--- config.mk ---
export PLATFORM = sky130hd
export DESIGN_NAME = echo_frame_sequencer
export DESIGN_NICKNAME = d
export VERILOG_FILES = /design/src/rtl/echo_frame_sequencer.sv
export SDC_FILE = /design/constraint.sdc
export NUM_CORES = 1
export LEC_CHECK = 0
export CORE_ASPECT_RATIO = 1.25
export CORE_MARGIN = 2
export CORE_UTILIZATION = 56
export DETAILED_ROUTE_END_ITERATION = 8
export PLACE_DENSITY = 0.85
export SETUP_SLACK_MARGIN = 0.5
export SYNTH_ARGS = -nofsm -noshare
export SYNTH_HDL_FRONTEND = slang
export SYNTH_SLANG_ARGS = --single-unit
--- constraint.sdc ---
create_clock -name clk_operation -period 5.15 [get_ports clk_operation]
set_input_delay 0.7725 -clock clk_operation [delete_from_list [all_inputs] [get_ports clk_operation]]
set_output_delay 0.7725 -clock clk_operation [all_outputs]
set_load 0.02 [all_outputs]
--- src/rtl/echo_frame_sequencer.sv ---
// Echo-cancellation frame sequencer: per-frame enable chain and status.
// Ports: clk_operation/rst, run, sampling_cycle_counter, ready_conv,
// ready_lag in; enable_conv/lag/out/cancel, frame_done, busy, error
// flags, overrun, frame_count and drop_count out.
module echo_frame_sequencer #(
    parameter int CNT_W         = 13,
    parameter int START_SLOT    = 0,
    parameter int PULSE_LEN     = 2,
    parameter int MIN_WAIT      = 2,
    parameter int READY_TIMEOUT = 1000,
    parameter int TMR_W         = 16
) (
    input  logic             clk_operation,
    input  logic             rst,
    input  logic             run,
    input  logic [CNT_W-1:0] sampling_cycle_counter,
    input  logic             ready_conv,
    input  logic             ready_lag,
    output logic             enable_conv,
    output logic             enable_lag,
    output logic             enable_out,
    output logic             enable_cancel,
    output logic             frame_done,
    output logic             busy,
    output logic             err_conv_timeout,
    output logic             err_lag_timeout,
    output logic             overrun,
    output logic [15:0]      frame_count,
    output logic [7:0]       drop_count
);

    typedef enum logic [2:0] {
        IDLE, CONV_EN, CONV_WAIT, LAG_EN, LAG_WAIT, OUT_EN, FINISH
    } state_t;

    localparam logic [TMR_W-1:0] PULSE_LAST = TMR_W'(PULSE_LEN - 1);
    localparam logic [TMR_W-1:0] MIN_W      = TMR_W'(MIN_WAIT);
    localparam logic [TMR_W-1:0] TO_LAST    = TMR_W'(READY_TIMEOUT - 1);
    localparam logic [TMR_W-1:0] TMR_MAX    = '1;

    state_t           state_q;
    state_t           state_d;
    logic [TMR_W-1:0] timer_q;

    logic match;
    logic match_q;
    logic start;
    logic conv_to;
    logic lag_to;
    logic overrun_ev;

    logic        conv_d;
    logic        lag_d;
    logic        out_d;
    logic        done_d;
    logic        cancel_d;
    logic [15:0] frame_count_d;
    logic [7:0]  drop_d;
    logic [8:0]  drop_sum;
    logic [1:0]  drop_inc;

    // Edge-detect the slot match so a counter parked on the slot
    // produces a single start.
    assign match = (sampling_cycle_counter == CNT_W'(START_SLOT));
    assign start = match & ~match_q;
    assign busy  = (state_q != IDLE);

    // State register and per-state timer
    always_ff @(posedge clk_operation or posedge rst) begin
        if (rst) begin
            state_q <= IDLE;
            timer_q <= '0;
            match_q <= 1'b0;
        end else begin
            state_q <= state_d;
            match_q <= match;
            if (state_d != state_q)
                timer_q <= '0;
            else if (timer_q != TMR_MAX)
                timer_q <= timer_q + 1'b1;
        end
    end

    // Next-state logic; a ready on the timeout clock still wins.
    always_comb begin
        state_d = state_q;
        conv_to = 1'b0;
        lag_to  = 1'b0;
        unique case (state_q)
            IDLE: begin
                if (start && run)
                    state_d = CONV_EN;
            end
            CONV_EN: begin
                if (timer_q == PULSE_LAST)
                    state_d = CONV_WAIT;
            end
            CONV_WAIT: begin
                if (timer_q >= MIN_W && ready_conv) begin
                    state_d = LAG_EN;
                end else if (timer_q == TO_LAST) begin
                    conv_to = 1'b1;
                    state_d = IDLE;
                end
            end
            LAG_EN: begin
                if (timer_q == PULSE_LAST)
                    state_d = LAG_WAIT;
            end
            LAG_WAIT: begin
                if (timer_q >= MIN_W && ready_lag) begin
                    state_d = OUT_EN;
                end else if (timer_q == TO_LAST) begin
                    lag_to  = 1'b1;
                    state_d = IDLE;
                end
            end
            OUT_EN: begin
                if (timer_q == PULSE_LAST)
                    state_d = FINISH;
            end
            FINISH: state_d = IDLE;
            default: state_d = IDLE;
        endcase
    end

    // Output logic: enables follow the next state so they come
    // straight out of flops.
    always_comb begin
        conv_d     = (state_d == CONV_EN);
        lag_d      = (state_d == LAG_EN);
        out_d      = (state_d == OUT_EN);
        done_d     = (state_d == FINISH);
        overrun_ev = start && (state_q != IDLE);

        cancel_d = enable_cancel;
        if (state_q == FINISH)
            cancel_d = 1'b1;
        else if (state_q == IDLE && !run)
            cancel_d = 1'b0;

        frame_count_d = frame_count;
        if (state_q == FINISH)
            frame_count_d = frame_count + 16'd1;

        // An overrun and a timeout can land on the same clock.
        drop_inc = {1'b0, overrun_ev} + {1'b0, conv_to | lag_to};
        drop_sum = {1'b0, drop_count} + {7'd0, drop_inc};
        drop_d   = drop_sum[8] ? 8'hff : drop_sum[7:0];
    end

    always_ff @(posedge clk_operation or posedge rst) begin
        if (rst) begin
            enable_conv      <= 1'b0;
            enable_lag       <= 1'b0;
            enable_out       <= 1'b0;
            enable_cancel    <= 1'b0;
            frame_done       <= 1'b0;
            err_conv_timeout <= 1'b0;
            err_lag_timeout  <= 1'b0;
            overrun          <= 1'b0;
            frame_count      <= '0;
            drop_count       <= '0;
        end else begin
            enable_conv   <= conv_d;
            enable_lag    <= lag_d;
            enable_out    <= out_d;
            enable_cancel <= cancel_d;
            frame_done    <= done_d;
            frame_count   <= frame_count_d;
            drop_count    <= drop_d;
            if (conv_to)
                err_conv_timeout <= 1'b1;
            if (lag_to)
                err_lag_timeout <= 1'b1;
            if (overrun_ev)
                overrun <= 1'b1;
        end
    end

endmodule
# ---- Word-level counts from Yosys, hierarchy flattened
# Index checks and enable logic that the tools add are counted.
dict set report word_totals {
  ff_bits 52
  output_inout_bits 33
}
dict set report classes {
  n_addsub 4
  magnitude_cmp 1
  eq_ne 14
  n_mux 18
  bitwise 3
  n_reduce_logical 11
}
# operator n
set op_table {}
lappend op_table {{16-bit by 1-bit adder with 16-bit output (second input constant)} 2}
lappend op_table {{16-bit two-way mux} 2}
lappend op_table {{3-bit two-way mux} 7}
lappend op_table {{3-bit case mux with 6 select lines} 1}
lappend op_table {{16-bit by 1-bit equality test with 1-bit output (second input constant)} 1}
lappend op_table {{16-bit by 10-bit equality test with 1-bit output (second input constant)} 1}
lappend op_table {{16-bit by 2-bit greater-or-equal comparator with 1-bit output (second input constant)} 1}
lappend op_table {{16-bit != test (second input constant)} 1}
lappend op_table {{3-bit equality test (second input constant)} 5}
lappend op_table {{13-bit zero test} 1}
lappend op_table {{8-bit by 2-bit adder with 9-bit output} 1}
lappend op_table {{3-bit by 2-bit equality test with 1-bit output (second input constant)} 3}
lappend op_table {{8-bit two-way mux} 1}
lappend op_table {{1-bit two-way mux} 7}
lappend op_table {{3-bit by 1-bit equality test with 1-bit output (second input constant)} 2}
lappend op_table {{1-bit logical AND} 5}
lappend op_table {{2-bit nonzero test} 2}
lappend op_table {{3-bit zero test} 1}
lappend op_table {{3-bit != test} 1}
lappend op_table {{3-bit nonzero test} 1}
lappend op_table {{1-bit by 1-bit adder with 2-bit output} 1}
lappend op_table {{1-bit bitwise AND} 1}
lappend op_table {{1-bit zero test} 1}
lappend op_table {{1-bit NOT} 1}
lappend op_table {{1-bit OR} 1}

# ---- Logic depth before layout (Yosys ltp)
# Gate-level depths: netlist of the first run.
dict set report logic_depth {
  word_depth 8
  mapped_depth 12
  mapped_depth_nobuf 12
}

# ---- Worst setup path after synthesis of the first run
# No wires, ideal clock.
dict set report synth_timing {
  path_kind {register to register}
  startpoint {register timer_q[11]}
  endpoint {register drop_count[0]}
  setup_time_ns 0.071
  arrival_ns 2.954
  slack_ns 2.125
  path_stages_with_launch 11
  n_path_buf 0
  path_cell_list {dfrtp_1 -> or4_4 -> or4_4 -> and2_2 -> nand2b_1 -> a21oi_1 -> fa_1 -> ha_1 -> and3_1 -> nand3_1 -> nand2b_1}
}
dict set report synth_via {
  elab_chain_cells 8
}
# item line
set synth_rtl {}
lappend synth_rtl {{from (decl)} 43} ;# logic [TMR_W-1:0] timer_q;
lappend synth_rtl {{from (signal assigned)} 80} ;# timer_q <= timer_q + 1'b1;
lappend synth_rtl {{16-bit by 2-bit greater-or-equal comparator with 1-bit output or 16-bit by 10-bit equality test with 1-bit output (tied branches)} --}
lappend synth_rtl {{1-bit logical AND (tied with other cells)} 99} ;# if (timer_q >= MIN_W && ready_conv) begin
lappend synth_rtl {{1-bit two-way mux, on equally long branches} {99, 111}}
lappend synth_rtl {{1-bit two-way mux} 89} ;# unique case (state_q)
lappend synth_rtl {{1-bit OR *} 147} ;# drop_inc = {1'b0, overrun_ev} + {1'b0, conv_to | lag_to};
lappend synth_rtl {{1-bit by 1-bit adder with 2-bit output *} 147}
lappend synth_rtl {{8-bit by 2-bit adder with 9-bit output *} 148} ;# drop_sum = {1'b0, drop_count} + {7'd0, drop_inc};
lappend synth_rtl {{8-bit two-way mux *} 149} ;# drop_d = drop_sum[8] ? 8'hff : drop_sum[7:0];
lappend synth_rtl {{via drop_d[0]} 58} ;# logic [7:0] drop_d;
lappend synth_rtl {{to (signal assigned)} 171} ;# drop_count <= drop_d;
lappend synth_rtl {{to (decl)} 29} ;# output logic [7:0] drop_count
# Mark *: on every way through the listed nets, which the timed path passes. The rest lies on a longest branch.
# A chain may end at the register's enable or synchronous reset.

# ---- Worst setup path in the final report of the first run
dict set report layout_timing {
  startpoint {register timer_q[11]}
  endpoint {register drop_count[1]}
}
# Same word-level chain as after synthesis.

==> metrics.cfg, run 1 <==
[critical_path]
slowest_stage=or4_4
r2r_end=drop_count[1]$_DFF_PP0_
path_cells=or4_4 > or4_4 > and2_2 > nand2b_1 > a21oi_1 > fa_1 > ha_1 > and3_1 > nand3_1 > nand2b_1
worst-r2r-cell-count=10
worstPathRequired_ns=5.40
startpoint_type=flip-flop
cp.arrival_ns=3.58
path_max_fanout=6
r2r_slack_ns=1.81
r2r_start=timer_q[11]$_DFFE_PP0P_
slowest_delay_ns=0.60
end_kind=flip-flop
path_class=reg -> reg

[final_layout]
area_growth_pct=25.2
num-nets-final=342
fillers=359
diodes=0
fin_area_sq_um=3360
drive_above_1_share_pct=8.46
fin_cells=379

[sta]
maxSlewHeadroom_pct=29.4
setup_viol=0
rsz0062_at_grt=no
slew_viol_final=0
post-route-period-util_pct=64.8
finalCriticalPeriod_ns=3.34
fmax_mhz=300
finClkSkew_ns=0.00728
setup_tns_ns=0
worst_pin_slew_ns=1.06
finalHoldViolCount=0

[min_path]
hold_depth=1
hold_start=err_lag_timeout$_DFFE_PP0P_
holdPathEnd=err_lag_timeout$_DFFE_PP0P_
hp-class=reg -> reg

[global_route]
overflow=0
grtUsageTotal_pct=23.2
first_global_vias=2080
grt_max_degree=53
grt_first_pass_wirelength_um=9590
antenna_found_initial=0

[clock_network]
numCtsBuffers=5
path_clk_slew_ns=0.09
cts-root-buf=clkbuf_8
clockBufferDepth=2
cts_setup_buffers=0
cts_max_level=2
cts_tree=yes
cts.sinks=52
clock_latency_ns=0.31
cts_hold_buffers=0
cts_resized=0

[drt]
drc=0
post_drt_wl_per_cell_um=15.0
routed_wl_um=5680
firstDrtPassIters=4
drt_iter0_drc=132
viasPerCell=5.74
vias=2177
ant_nets=0

[die]
num_io_pins=51
core_area_sq_um=4660
die_area_sq_um=5360
initial_core_util_pct=57.5
row_count=28
fp.dieW_um=65.9
die_h_um=81.4

[logic_synthesis]
ys.flop_type=dfrtp_1
ys_seq_elements=52
yosysSeqAreaShare_pct=48.5
ys_types=48
synthCells=266
syn_nets=290
yosys_warnings=0
async_flop_share_pct=100
yosysMostFrequentCell=dfrtp_1
netlist_area_sq_um=2680
synth_top_area_share_pct=48.5
ys_top_cells_by_count=dfrtp_1, nor2_1, nand2_1
synth_edf_count=0
synth_area_per_cell_sq_um=10.1
synth_area_leaders=dfrtp_1, xnor2_1, nor2_1, xor2_1, nand2_1
yosysTopAreaCell=dfrtp_1

[power]
p_comb_share_pct=31.2
p_sw_share_pct=34.7
power.share.sequential_pct=44.7
p_switching_uw=422
p_leak_uw=0.00151
vdd_ir_drop_max_uv=283
power_uw=1220
clkPwrFrac_pct=24.1
p_per_area_nw_per_um2=362
p_int_uw=793

[placement]
place_area_sq_um=3230
place_congestion=0.877
hpwl_um=4160
port_buffers=50
dp.cells=371

[run]
maxCapViolCount=0

[outcome]
outcome=finished clean

[kinds of logic (layout without fill, tap and decap cells)]
logic type,after synthesis,count (layout),share of synthesized area [%]
AO/OA/AOI/OAI,36,36,9.89
XOR/XNOR,28,28,9.15
adder cells (fa/ha/maj),6,6,3.08
buffers and inverters,14,67,2.10
flip-flops,52,52,48.5
multiplexers,1,1,0.420
AND/OR/NAND/NOR,129,129,26.8
[worst max-delay path by stage]
stage	end	depth (start not counted)	from	slack (ns)
finish	drop_count[1]$_DFF_PP0_	10	timer_q[11]$_DFFE_PP0P_	1.81
detailed placement	drop_count[1]$_DFF_PP0_	9	sampling_cycle_counter[8]	1.83
floorplan	drop_count[0]$_DFF_PP0_	10	timer_q[11]$_DFFE_PP0P_	2.13
CTS	drop_count[1]$_DFF_PP0_	12	timer_q[0]$_DFFE_PP0P_	1.82
global route	drop_count[1]$_DFF_PP0_	12	timer_q[0]$_DFFE_PP0P_	1.64
global placement	drop_count[1]$_DFF_PP0_	9	sampling_cycle_counter[1]	1.89
[power groups by stage]
| stage | Sequential [uW] | Combinational [uW] | Clock (uW) |
|---|---|---|---|
| after floorplan | 529 | 275 | 0 |
| after global placement | 544 | 369 | 0 |
| after global routing | 552 | 417 | 311 |
| after detailed placement | 548 | 379 | 0 |
| after CTS | 541 | 382 | 297 |
| final | 543 | 380 | 292 |
[area by class of cell]
class,instances,area [sq um],share of cell area [%]
Clock buffer,6,82.6,2.46
Clock inverter,2,38.8,1.16
Multi-Input combinational cell,200,1320,39.4
Sequential cell,52,1300,38.8
Timing Repair Buffer,50,500,14.9
Tap cell,60,75.1,2.24
Inverter,9,33.8,1.01
[worst max-delay path, delay by kind of cell (launching register included)]
family	cells	cell delay, ns
adder cells (fa/ha/maj)	2	0.51
AND/OR/NAND/NOR	7	2.12
flip-flops	1	0.45
AO/OA/AOI/OAI	1	0.19
[sequential cells by signal (all words and copies together), names as in the netlist]
name and count:
timer_q 16, enable_conv 1, frame_count 16, enable_out 1
frame_done 1, state_q 3, enable_cancel 1, drop_count 8
enable_lag 1, match_q 1, err_conv_timeout 1, err_lag_timeout 1
overrun 1
[per-layer routing]
layer	part of all wire, %	wire length (um)	global-route usage [%]	vias up
met5	0	0	0	-
met4	0.83	47	6.04	0
met3	3.3	188	3.88	5
met2	56	3170	43.3	45
met1	40	2270	27.1	1071
li1	-	-	-	1056
[per-stage QoR]
stage / hold slack [ns] / utilization [%] / setup WS, ns
2_1_floorplan: 0.539 / - / 2.13
3_3_place_gp: 0.458 / 69.4 / 1.89
3_5_place_dp: 0.464 / 69.4 / 1.83
4_1_cts: 0.484 / 72.0 / 1.82
5_1_grt: 0.502 / 72.0 / 1.64
6_report: 0.480 / 72.0 / 1.81
[cells in the final DEF (no fill, tap or decap), types with 6 or more instances in the layout]
cell / netlist / routed
nor2_1: 32 / 32
dfrtp_1: 52 / 52
nor3_1: 8 / 8
clkdlybuf4s50_1: 0 / 50
nor4_1: 6 / 6
inv_1: 9 / 8
nand2_1: 21 / 21
clkbuf_8: 0 / 6
xor2_1: 12 / 12
nand4_1: 10 / 10
nand3_1: 15 / 15
a21oi_1: 11 / 11
xnor2_1: 16 / 16
Note: power is estimated with default switching activity, not from simulation.
==> run 2, diff against run 1 <==
--- a/config.mk
+++ b/config.mk
@@ -7,9 +7,9 @@
 export LEC_CHECK = 0
 export CORE_ASPECT_RATIO = 1.25
 export CORE_MARGIN = 2
-export CORE_UTILIZATION = 56
+export CORE_UTILIZATION = 47
 export DETAILED_ROUTE_END_ITERATION = 8
-export PLACE_DENSITY = 0.85
+export PLACE_DENSITY = 0.76
 export SETUP_SLACK_MARGIN = 0.5
 export SYNTH_ARGS = -nofsm -noshare
 export SYNTH_HDL_FRONTEND = slang
==> constraint.sdc (replaced) <==
create_clock -name clk_operation -period 3 [get_ports clk_operation]
set_input_delay 0.45 -clock clk_operation [delete_from_list [all_inputs] [get_ports clk_operation]]
set_output_delay 0.45 -clock clk_operation [all_outputs]
set_load 0.02 [all_outputs]
==> metrics.cfg, run 2 (synthesized netlist as in run 1, its figures left out) <==
[outcome]
outcome=finished clean

[critical_path]
end_kind=flip-flop
path_class=reg -> reg
path_cells=ha_2 > or4_4 > or4_4 > and2_4 > nand2b_4 > a21oi_4 > fa_2 > ha_4 > and3_4 > nor2b_4 > a21oi_1
startpoint_type=flip-flop
cp.buffers_inverters=0  ; unchanged
path_max_fanout=3  ; -3
slowest_stage=or4_4
cp.arrival_ns=3.05  ; -0.53 ns
crit_family=simple AND/OR/NAND/NOR gates
slowest_delay_ns=0.51  ; -0.09 ns
crit_top_cell=or4_4
worstPathRequired_ns=3.19  ; -2.21 ns

[sta]
finClkSkew_ns=0.00759  ; +0.000305 ns
maxSlewHeadroom_pct=57.5  ; +28 points
rsz0062_at_grt=yes
worst_pin_slew_ns=0.637  ; -0.421 ns
post-route-period-util_pct=95.3  ; +31 points
setup_viol=0  ; unchanged
hold_ws_ns=0.470  ; -0.00968 ns
fmax_mhz=350  ; +17%
finalHoldViolCount=0  ; unchanged
slew_viol_final=0  ; unchanged
finalCriticalPeriod_ns=2.86  ; -0.475 ns

[power]
power.share.sequential_pct=39.1  ; -5.6 points
p_leak_uw=0.00162  ; +7.9%
p_switching_uw=794  ; +88%
p_comb_share_pct=42.6  ; +11 points
clkPwrFrac_pct=18.3  ; -5.8 points
p_int_uw=1390  ; +76%
vdd_ir_drop_max_uv=426  ; +51%
p_per_area_nw_per_um2=605  ; +67%
p_sw_share_pct=36.3  ; +1.5 points

[global_route]
grtUsageTotal_pct=20.2  ; -3.0 points
grt_busiest_layer=met2
met1_usage_pct=24.6  ; -2.6 points
first_global_vias=2241  ; +7.7%
grt_max_degree=53  ; unchanged
overflow=0  ; unchanged
grt_first_pass_wirelength_um=10100  ; +5.8%
use_met2_pct=36.0  ; -7.3 points
met3_usage_pct=3.19  ; -0.69 points
antenna_found_initial=0  ; unchanged

[final_layout]
area_growth_pct=35.0
final_common_cell=dfrtp_1
fin_cells=410  ; +8.2%
drive_above_1_share_pct=19.4  ; +11 points
diodes=0  ; unchanged
num-nets-final=369  ; +7.9%
final_cell_mix=dfrtp_1, clkdlybuf4s50_1, nor2_1, buf_4, nand2_1
top_regs=frame_count (16), timer_q (16), drop_count (8)

[drt]
post_drt_wl_per_cell_um=14.7  ; -1.5%
drc=0  ; unchanged
drt_iter0_drc=141  ; +6.8%
viasPerCell=5.57  ; -3.0%
routed_wl_um=6050  ; +6.5%
firstDrtPassIters=6  ; +2
vias=2284  ; +4.9%
ant_nets=0  ; unchanged

[clock_network]
clock_latency_ns=0.31  ; about the same
path_clk_slew_ns=0.10  ; about the same
cts.sinks=52  ; unchanged
numCtsBuffers=5  ; unchanged
cts_max_level=2  ; unchanged
clockBufferDepth=2  ; unchanged
cts_tree=yes
cts-root-buf=clkbuf_8

[run]
maxCapViolCount=0  ; unchanged

[placement]
hpwl_um=4440  ; +6.6%
dp.cells=393  ; +5.9%
place_congestion=0.817  ; -6.7%
port_buffers=50  ; unchanged

[die]
die_area_sq_um=6330  ; +18%
die_h_um=88.4  ; +8.7%
fp.dieW_um=71.6  ; +8.6%
row_count=30  ; +7.1%
initial_core_util_pct=48.9  ; -8.6 points
core_area_sq_um=5480  ; +18%
num_io_pins=51  ; unchanged

[min_path]
hp-class=reg -> reg

-- run 2: worst paths after layout --
kind / start / cells after the start / slack [ns] / end
min in group asynchronous: rst / 3 / 0.63 / frame_count[15]$_DFFE_PP0P_
max reg2reg: timer_q[1]$_DFFE_PP0P_ / 11 / 0.14 / drop_count[6]$_DFF_PP0_
max: timer_q[1]$_DFFE_PP0P_ / 11 / 0.14 / drop_count[6]$_DFF_PP0_
max in group asynchronous: rst / 3 / 1.95 / frame_count[0]$_DFFE_PP0P_
min reg2reg: frame_count[15]$_DFFE_PP0P_ / 1 / 0.47 / frame_count[15]$_DFFE_PP0P_
min: frame_count[15]$_DFFE_PP0P_ / 1 / 0.47 / frame_count[15]$_DFFE_PP0P_
-- run 2: final cells by class --
type	instances	area, sq um
Fill cell	455	1860
Multi-Input combinational cell	200	1410
Sequential cell	52	1300
Timing Repair Buffer	77	703
Tap cell	64	80.1
Clock buffer	6	72.6
Inverter	9	33.8
Clock inverter	2	16.3
-- run 2: metal layers --
layer	wire, um	share of wire (%)
met2	3100	51
met3	249	4.1
met5	0	0
met4	130	2.1
met1	2570	42
-- run 2: worst reg2reg max path: stages (launching register included) --
cell      delay (ns)
dfrtp_1         0.42
ha_2            0.17
or4_4           0.41
or4_4           0.51
and2_4          0.16
nand2b_4        0.14
a21oi_4         0.14
fa_2            0.25
ha_4            0.14
and3_4          0.20
nor2b_4         0.13
a21oi_1         0.06
-- run 2: stage by stage --
stage / TNS [ns] / total power (uW) / instance area [sq um] / utilization, % / worst slack, ns
3_5_place_dp: -0.00524 / 1710 / 3430 / 62.6 / -0.00524
6_report: 0 / 2190 / 3620 / 66.0 / 0.140
5_1_grt: 0 / 2320 / 3620 / 66.0 / 0.0548
3_3_place_gp: 0 / 1690 / 3430 / 62.6 / 0.0642
4_1_cts: 0 / 2180 / 3600 / 65.7 / 0.170
2_1_floorplan: 0 / 1400 / 2740 / - / 0.00466
-- run 2: power groups by stage --
stage | combinational, uW | clock, uW | sequential [uW]
2_1_floorplan | 493 | 0 | 908
3_3_place_gp | 821 | 0 | 869
3_5_place_dp | 839 | 0 | 872
4_1_cts | 914 | 409 | 853
5_1_grt | 1020 | 437 | 866
6_report | 932 | 401 | 856
-- run 2: timing repair --
action                     CTS  global route
pin swaps                    3             1
gates resized for setup      2             4
buffers inserted             9             0
hold buffers                 0             0
setup endpoints to repair    8            18
